==> src/rtl/pcie_phy_tx_scrambler_if.sv <==
// Character bus between the link-layer source, the TX scrambler stage and the
// 8b/10b encoder input. The master side is the source (and encoder observer).
interface pcie_phy_tx_scrambler_if;
  logic [7:0] in_data;
  logic       in_k;
  logic       in_noscr;
  logic       in_valid;
  logic       in_ready;
  logic [7:0] data_out;
  logic       ctrl_out;
  logic       skp_active;

  modport master (
    output in_data, in_k, in_noscr, in_valid,
    input  in_ready, data_out, ctrl_out, skp_active
  );

  modport slave (
    input  in_data, in_k, in_noscr, in_valid,
    output in_ready, data_out, ctrl_out, skp_active
  );
endinterface

==> src/rtl/pcie_phy_tx_scrambler.sv <==
// Gen1 TX byte stage ahead of the 8b/10b encoder: SKP insertion, logical idle fill,
// and (with PCIE_PHY_SCRAMBLE_EN defined) the x^16+x^5+x^4+x^3+1 data scrambler.
module pcie_phy_tx_scrambler #(
  parameter int unsigned SKP_INTERVAL = 1180,
  parameter logic [7:0]  COM_CHAR     = 8'hBC,
  parameter logic [7:0]  SKP_CHAR     = 8'h1C
) (
  input  logic                   clk,
  input  logic                   rst,
  pcie_phy_tx_scrambler_if.slave bus
);
  localparam logic [15:0] CNT_LAST = 16'(SKP_INTERVAL - 1);
  localparam logic [7:0]  K_STP = 8'hFB;
  localparam logic [7:0]  K_SDP = 8'h5C;
  localparam logic [7:0]  K_END = 8'hFD;
  localparam logic [7:0]  K_EDB = 8'hFE;

  // State names the ordered-set character currently on data_out; SKP3 is the
  // cycle the last SKP is visible while the next normal character is chosen.
  typedef enum logic [2:0] {IDLE, COM, SKP1, SKP2, SKP3} state_e;

  state_e      state_q, state_d;
  logic [15:0] cnt_q, cnt_d;
  logic        pending_q, pending_d;
  logic        in_pkt_q, in_pkt_d;
  logic [7:0]  data_q, data_d;
  logic        ctrl_q, ctrl_d;
  logic        skp_q, skp_d;

  logic        start, insert, accept;
  logic [7:0]  chr;
  logic        chr_k;

`ifdef PCIE_PHY_SCRAMBLE_EN
  logic [15:0] lfsr_q, lfsr_d;
  logic [23:0] scr;

  // Returns {next_lfsr, scrambled_byte}; bits go LSB first.
  function automatic logic [23:0] scramble8(input logic [15:0] seed, input logic [7:0] din);
    logic [15:0] l;
    logic [7:0]  o;
    l = seed;
    o = '0;
    for (int i = 0; i < 8; i++) begin
      o[i] = din[i] ^ l[15];
      l    = {l[14:0], 1'b0} ^ (l[15] ? 16'h0039 : 16'h0000);
    end
    return {l, o};
  endfunction
`else
  logic unused_noscr;
  assign unused_noscr = bus.in_noscr;
`endif

  always_comb begin
    start  = (state_q == IDLE) && pending_q && !in_pkt_q;
    insert = start || (state_q == COM) || (state_q == SKP1) || (state_q == SKP2);
    accept = bus.in_valid && !insert;

    state_d = state_q;
    case (state_q)
      IDLE:    if (start) state_d = COM;
      COM:     state_d = SKP1;
      SKP1:    state_d = SKP2;
      SKP2:    state_d = SKP3;
      SKP3:    state_d = IDLE;
      default: state_d = IDLE;
    endcase

    chr   = 8'h00;
    chr_k = 1'b0;
    if (insert) begin
      chr   = start ? COM_CHAR : SKP_CHAR;
      chr_k = 1'b1;
    end else if (accept) begin
      chr   = bus.in_data;
      chr_k = bus.in_k;
    end

    in_pkt_d = in_pkt_q;
    if (accept && bus.in_k) begin
      if (bus.in_data == K_STP || bus.in_data == K_SDP) in_pkt_d = 1'b1;
      else if (bus.in_data == K_END || bus.in_data == K_EDB) in_pkt_d = 1'b0;
    end

    // Counter parks at zero through the ordered set and saturates at the last value.
    cnt_d     = cnt_q;
    pending_d = pending_q;
    if (start) begin
      cnt_d     = '0;
      pending_d = 1'b0;
    end else if (!insert) begin
      if (cnt_q == CNT_LAST) pending_d = 1'b1;
      else                   cnt_d     = cnt_q + 16'd1;
    end

    ctrl_d = chr_k;
    skp_d  = insert;
`ifdef PCIE_PHY_SCRAMBLE_EN
    scr    = scramble8(lfsr_q, chr);
    data_d = (!chr_k && !(accept && bus.in_noscr)) ? scr[7:0] : chr;
    if (chr_k && chr == COM_CHAR)      lfsr_d = 16'hFFFF;
    else if (chr_k && chr == SKP_CHAR) lfsr_d = lfsr_q;
    else                               lfsr_d = scr[23:8];
`else
    data_d = chr;
`endif
  end

  always_ff @(posedge clk or posedge rst) begin
    if (rst) begin
      state_q   <= IDLE;
      cnt_q     <= '0;
      pending_q <= 1'b0;
      in_pkt_q  <= 1'b0;
      data_q    <= 8'h00;
      ctrl_q    <= 1'b0;
      skp_q     <= 1'b0;
    end else begin
      state_q   <= state_d;
      cnt_q     <= cnt_d;
      pending_q <= pending_d;
      in_pkt_q  <= in_pkt_d;
      data_q    <= data_d;
      ctrl_q    <= ctrl_d;
      skp_q     <= skp_d;
    end
  end

`ifdef PCIE_PHY_SCRAMBLE_EN
  always_ff @(posedge clk or posedge rst) begin
    if (rst) lfsr_q <= 16'hFFFF;
    else     lfsr_q <= lfsr_d;
  end
`endif

  assign bus.in_ready   = !insert;
  assign bus.data_out   = data_q;
  assign bus.ctrl_out   = ctrl_q;
  assign bus.skp_active = skp_q;
endmodule

==> src/flat_wrapper.sv <==
// flat-port wrapper written by rule: the top's interface ports become plain ports
module pcie_phy_tx_scrambler_flat 
#(
  parameter int unsigned SKP_INTERVAL = 1180,
  parameter logic [7:0]  COM_CHAR     = 8'hBC,
  parameter logic [7:0]  SKP_CHAR     = 8'h1C
)
  (clk, rst, bus_in_data, bus_in_k, bus_in_noscr, bus_in_valid, bus_in_ready, bus_data_out, bus_ctrl_out, bus_skp_active);
  pcie_phy_tx_scrambler_if bus_i ();
  input  logic clk;
  input  logic rst;
  input wire logic [$bits(bus_i.in_data)-1:0] bus_in_data;
  input wire logic [$bits(bus_i.in_k)-1:0] bus_in_k;
  input wire logic [$bits(bus_i.in_noscr)-1:0] bus_in_noscr;
  input wire logic [$bits(bus_i.in_valid)-1:0] bus_in_valid;
  output wire logic [$bits(bus_i.in_ready)-1:0] bus_in_ready;
  output wire logic [$bits(bus_i.data_out)-1:0] bus_data_out;
  output wire logic [$bits(bus_i.ctrl_out)-1:0] bus_ctrl_out;
  output wire logic [$bits(bus_i.skp_active)-1:0] bus_skp_active;
  assign bus_i.in_data = bus_in_data;
  assign bus_i.in_k = bus_in_k;
  assign bus_i.in_noscr = bus_in_noscr;
  assign bus_i.in_valid = bus_in_valid;
  assign bus_in_ready = bus_i.in_ready;
  assign bus_data_out = bus_i.data_out;
  assign bus_ctrl_out = bus_i.ctrl_out;
  assign bus_skp_active = bus_i.skp_active;
  pcie_phy_tx_scrambler #(.SKP_INTERVAL(SKP_INTERVAL), .COM_CHAR(COM_CHAR), .SKP_CHAR(SKP_CHAR)) u_core (.clk(clk), .rst(rst), .bus(bus_i));
endmodule
==> config.mk <==
export PLATFORM = sky130hd
export DESIGN_NAME = pcie_phy_tx_scrambler_flat
export DESIGN_NICKNAME = d
export VERILOG_FILES = /design/src/rtl/pcie_phy_tx_scrambler_if.sv /design/src/rtl/pcie_phy_tx_scrambler.sv /design/src/flat_wrapper.sv
export SDC_FILE = /design/constraint.sdc
export NUM_CORES = 1
export LEC_CHECK = 0
export ABC_AREA = 1
export CAP_MARGIN = 15
export CORE_MARGIN = 4
export CORE_UTILIZATION = 45
export DETAILED_ROUTE_END_ITERATION = 12
export PLACE_DENSITY = 0.65
export SLEW_MARGIN = 20
export SYNTH_ARGS = -nofsm -noshare
export SYNTH_HDL_FRONTEND = slang
export SYNTH_SLANG_ARGS = --single-unit
==> constraint.sdc <==
create_clock -name clk -period 1.92 [get_ports clk]
set_input_delay 0.288 -clock clk [delete_from_list [all_inputs] [get_ports clk]]
set_output_delay 0.288 -clock clk [all_outputs]
set_load 0.1 [all_outputs]
Yosys cells after proc, flatten, opt, wreduce, memory -nomap -nowiden --
Cells that the tools add are included.
Storage, ports and cells: input port bits 13, word-level logic and storage cells 51, bits in registers 31, output and inout port bits 11
Operators by class: equality and inequality tests 11, reductions and logical operators 17, multiplexer cells 15, add/sub/neg operators 1
Operator list (number):
- $mux W16 | 3
- $eq A8 B8 Y1 const B | 3
- $mux W8 | 3
- $add A16 B1 Y16 const B | 1
- $eq A16 B11 Y1 const B | 1
- $pmux W3 S4 | 1
- $eq A8 B7 Y1 const B | 1
- $mux W1 | 7
- $eq A3 B2 Y1 const B | 2
- $reduce_and A2 Y1 | 3
- $logic_or A1 B1 Y1 | 5
- $logic_and A1 B1 Y1 | 4
- $ne A2 B1 Y1 const B | 2
- $reduce_bool A2 Y1 | 2
- $eq A3 B1 Y1 const B | 1
- $logic_not A3 Y1 | 1
- $mux W3 | 1
- $logic_not A1 Y1 | 2
- $ne A2 B2 Y1 const B | 1

Depth between registers and ports, before layout --
depth in word-level cells 10, gate-level depth with buffers 10, depth with buffers taken out 10

Worst setup path before layout --
OpenSTA, ideal clock, no wires.
kind register -> register, start reg u_core.state_q[0], end reg u_core.in_pkt_q, required time 1799 ps, library setup time 121 ps, path slack 163 ps, arrival time 1636 ps, path buffers 0, cell stages (with the launch flop) 7, period minus slack after synthesis 1757 ps, cell sequence dfrtp_1 -> nor2_2 -> inv_2 -> o21ai_4 -> nand3_2 -> o21ai_1 -> nand2_1
On the way: longest elaborated chain between the ends 10
RTL lines:
- start, declared | line pcie_phy_tx_scrambler.sv:22 | state_e state_q, state_d;
- start signal, assigned | line pcie_phy_tx_scrambler.sv:120 | state_q <= state_d;
- $logic_not A3 Y1 | line pcie_phy_tx_scrambler.sv:56 | start = (state_q == IDLE) && pending_q && !in_pkt_q;
- $logic_and A1 B1 Y1 (2 in a row) | line pcie_phy_tx_scrambler.sv:56
- $logic_or A1 B1 Y1 (2 in a row) | line pcie_phy_tx_scrambler.sv:57 | insert = start || (state_q == COM) || (state_q == SKP1) || (state_q == SKP2);
- $logic_or A1 B1 Y1 (*) | line pcie_phy_tx_scrambler.sv:57
- $logic_not A1 Y1 (*)
- via bus_in_ready | line flat_wrapper.sv:16 | output wire logic [$bits(bus_i.in_ready)-1:0] bus_in_ready;
- $logic_and A1 B1 Y1 (*) | line pcie_phy_tx_scrambler.sv:58 | accept = bus.in_valid && !insert;
- $logic_and A1 B1 Y1 (*) | line pcie_phy_tx_scrambler.sv:81 | if (accept && bus.in_k) begin
- $reduce_and A2 Y1 (no line) (*)
- end signal, assigned | line pcie_phy_tx_scrambler.sv:123 | in_pkt_q <= in_pkt_d;
- end, declared | line pcie_phy_tx_scrambler.sv:25 | logic in_pkt_q, in_pkt_d;
The timed path passes the listed nets; every way through them passes the cells marked *. A chain may end at the register's enable or synchronous reset.

Worst setup path in the final report --
start reg u_core.state_q[0], end out bus_in_ready
On the way: longest elaborated chain between the ends 7
RTL lines:
- $logic_not A3 Y1 | line pcie_phy_tx_scrambler.sv:56
- $logic_and A1 B1 Y1 (2 in a row) | line pcie_phy_tx_scrambler.sv:56
- $logic_or A1 B1 Y1 (2 in a row) | line pcie_phy_tx_scrambler.sv:57
- $logic_or A1 B1 Y1 (*) | line pcie_phy_tx_scrambler.sv:57
- $logic_not A1 Y1 (*) | line pcie_phy_tx_scrambler.sv:137 | assign bus.in_ready = !insert;
- end, declared | line flat_wrapper.sv:16
Mark *: on every way between the ends. The rest lies on a longest branch, timed or not.

==> results.cfg <==
[status]
status = finished, final reports clean

[power]
pwr_density_cell_nw_per_um2 = 628
peakVddDrop_mv = 0.389
leakagePower_nw = 1.05

[flow_run]
maxCapViolations = 0

[logic_synthesis]
ys_seq_elements = 31
avgSynthCellArea_um2 = 7.52
async_flop_share_pct = 100
synth_area_um2 = 1750
syn_inst = 233
synth_edf_count = 0
syn_nets = 247
synth_cell_types = 26
synth_seq_area_share_pct = 44.3
yosysWarnings = 0
synthFlopType = dfrtp_1

[die]
initial_core_util_pct = 47.2
die_h_um = 70.4
core_um2 = 3720
io-pin-count = 24
rows = 22
dieArea_um2 = 4960
die_w_um = 70.4

[sta]
finalCritPeriodShare_pct = 92.0
finalHoldViolations = 0
period_minus_slack_ns = 1.77
clock-skew-final_ns = 0.00768
relSlewSlack_pct = 74.1
final-max-slew-violation-count = 0
rsz0062_at_grt = no
setup_viol = 0
fmax_mhz = 566
worst_slew_pin_slew_ns = 0.389
fin_tns_setup_ns = 0

[place]
io_buffers = 22
dpl.hpwl_mm = 2.74
globalplace.congestion = 0.879
dp_cells = 303

[layout]
drive_gt1_share_pct = 16.0
final_cells = 311
final_cell_mix = nand2_1, dfrtp_1, nor2_1, inv_1, nand3_1
final_common_cell = nand2_1
diodes = 0
final_nets = 276
syn_to_final_growth_pct = 19.8

[clock_tree]
cts.clk_slew.worst_paths_ns = 0.07
ctsHoldBuffers = 0
clk_path_buf_depth = 2
clockRootBuffer = clkbuf_8
cts_max_level = 2
clock_sinks = 31
cts-buffers-inserted = 5
post_cts.repair.setup_buffers = 0
cts_resized = 0
tritoncts = built
clkLatencyLatePin_ns = 0.28

[worst_setup_path]
critPathRequiredTime_ns = 1.63
critical_path.slowest_cell = dfrtp_1
end_kind = output pin
arrival_ns = 1.48
path_cells = nor2_2, inv_2, o21ai_4, buf_12
critical_path.max_stage_delay_ns = 0.41
critPathMaxFanout = 10
path_class = reg2out
start_kind = flop

[routing]
drtAntennaViolNets = 0
drt-initial-drc-count = 91
post_drt_wl_per_cell_um = 11.4
first_pass_iters = 4
drc = 0
viasPerCell = 4.81
vias = 1497
routed_wl_mm = 3.55

[grt]
antenna_found_initial = 0
grt_usage_pct = 16.2
grt_pass1_wl_mm = 6.47
grt_max_degree = 32
first_global_vias = 1491
gr-total-overflow = 0

[worst_hold_path]
hold_path.class = in2async
-- power breakdown --
part	internal, mW	switching, mW
registers	0.664	0.00347
clock network	0.253	0.248
logic	0.0411	0.108
-- cells by family (layout without fill, tap and decap cells) --
kind of cell / after synthesis / in the layout / synth area share, %
compound gates: 23 / 23 / 8.78
flops: 31 / 31 / 44.3
xor+xnor: 5 / 5 / 2.50
simple gates: 140 / 140 / 35.1
fa+ha+maj: 1 / 1 / 0.714
buf+inv: 33 / 63 / 8.64
-- per-layer routing --
layer  part of all wire [%]  up-vias  routed length, um  GRT usage (%)
li1                       -      790                  -              -
met1                     46      684               1640           19.6
met2                     49       18               1740           27.9
met3                    3.7        5                131           4.17
met4                   0.87        0                 31           5.11
met5                      0        -                  0              0
-- worst paths after layout --
kind	from	to	slack, ns	cells after the start
min in group clk	u_core.state_q[2]$_DFFE_PP0P_	u_core.state_q[2]$_DFFE_PP0P_	0.42	1
max in group asynchronous	rst	u_core.cnt_q[8]$_DFFE_PP0P_	1.25	3
setup / recovery	u_core.state_q[0]$_DFFE_PP0P_	bus_in_ready	0.15	4
hold / removal	rst	u_core.cnt_q[5]$_DFFE_PP0P_	0.38	3
setup reg to reg	u_core.cnt_q[0]$_DFFE_PP0P_	u_core.cnt_q[15]$_DFFE_PP0P_	0.30	10
hold reg to reg	u_core.state_q[2]$_DFFE_PP0P_	u_core.state_q[2]$_DFFE_PP0P_	0.42	1
-- worst max-delay path: cells and delay by family (launching register included) --
family          cells  cell delay (ns)
simple gates        1             0.16
compound gates      1             0.33
buf+inv             2             0.29
flops               1             0.41
-- area by class of cell --
| type | instances | area (um^2) |
|---|---|---|
| Inverter | 30 | 113 |
| Clock inverter | 2 | 12.5 |
| Fill cell | 388 | 1620 |
| Clock buffer | 6 | 72.6 |
| Timing Repair Buffer | 25 | 240 |
| Tap cell | 48 | 60.1 |
| Multi-Input combinational cell | 169 | 826 |
| Sequential cell | 31 | 776 |
-- synthesized netlist by cell type, types with 3 or more instances --
cell type | instances | area share (%)
nand4_1 | 5 | 1.8
nor2_1 | 29 | 6.2
nand2_1 | 73 | 16
nand3_1 | 16 | 4.6
xor2_1 | 5 | 2.5
nand2_2 | 3 | 1.1
o21ai_0 | 7 | 2.0
nor3_1 | 3 | 0.86
inv_1 | 27 | 5.8
o21ai_2 | 6 | 3.0
o21ai_1 | 6 | 1.7
nor2_2 | 4 | 1.4
dfrtp_1 | 31 | 44
nand3_2 | 3 | 1.7
-- stage by stage --
step / hold slack, ns / instance area [um^2] / total power [mW] / setup WS (ns) / util [%]
6_report: 0.381 / 2100 / 1.32 / 0.154 / 56.5
5_1_grt: 0.433 / 2100 / 1.38 / 0.0475 / 56.5
4_1_cts: 0.392 / 2100 / 1.34 / 0.117 / 56.5
3_5_place_dp: 0.417 / 2010 / 0.831 / 0.290 / 54.2
3_3_place_gp: 0.415 / 2010 / 0.832 / 0.298 / 54.2
2_1_floorplan: 0.392 / 1750 / 0.779 / 0.163 / -
-- registers in the layout (all words and copies together) (netlist names) --
register	count
u_core.bus.ctrl_out	1
u_core.bus.data_out	8
u_core.bus.skp_active	1
u_core.cnt_q	16
u_core.in_pkt_q	1
u_core.pending_q	1
u_core.state_q	3
Note: power is estimated with default switching activity, not from simulation.
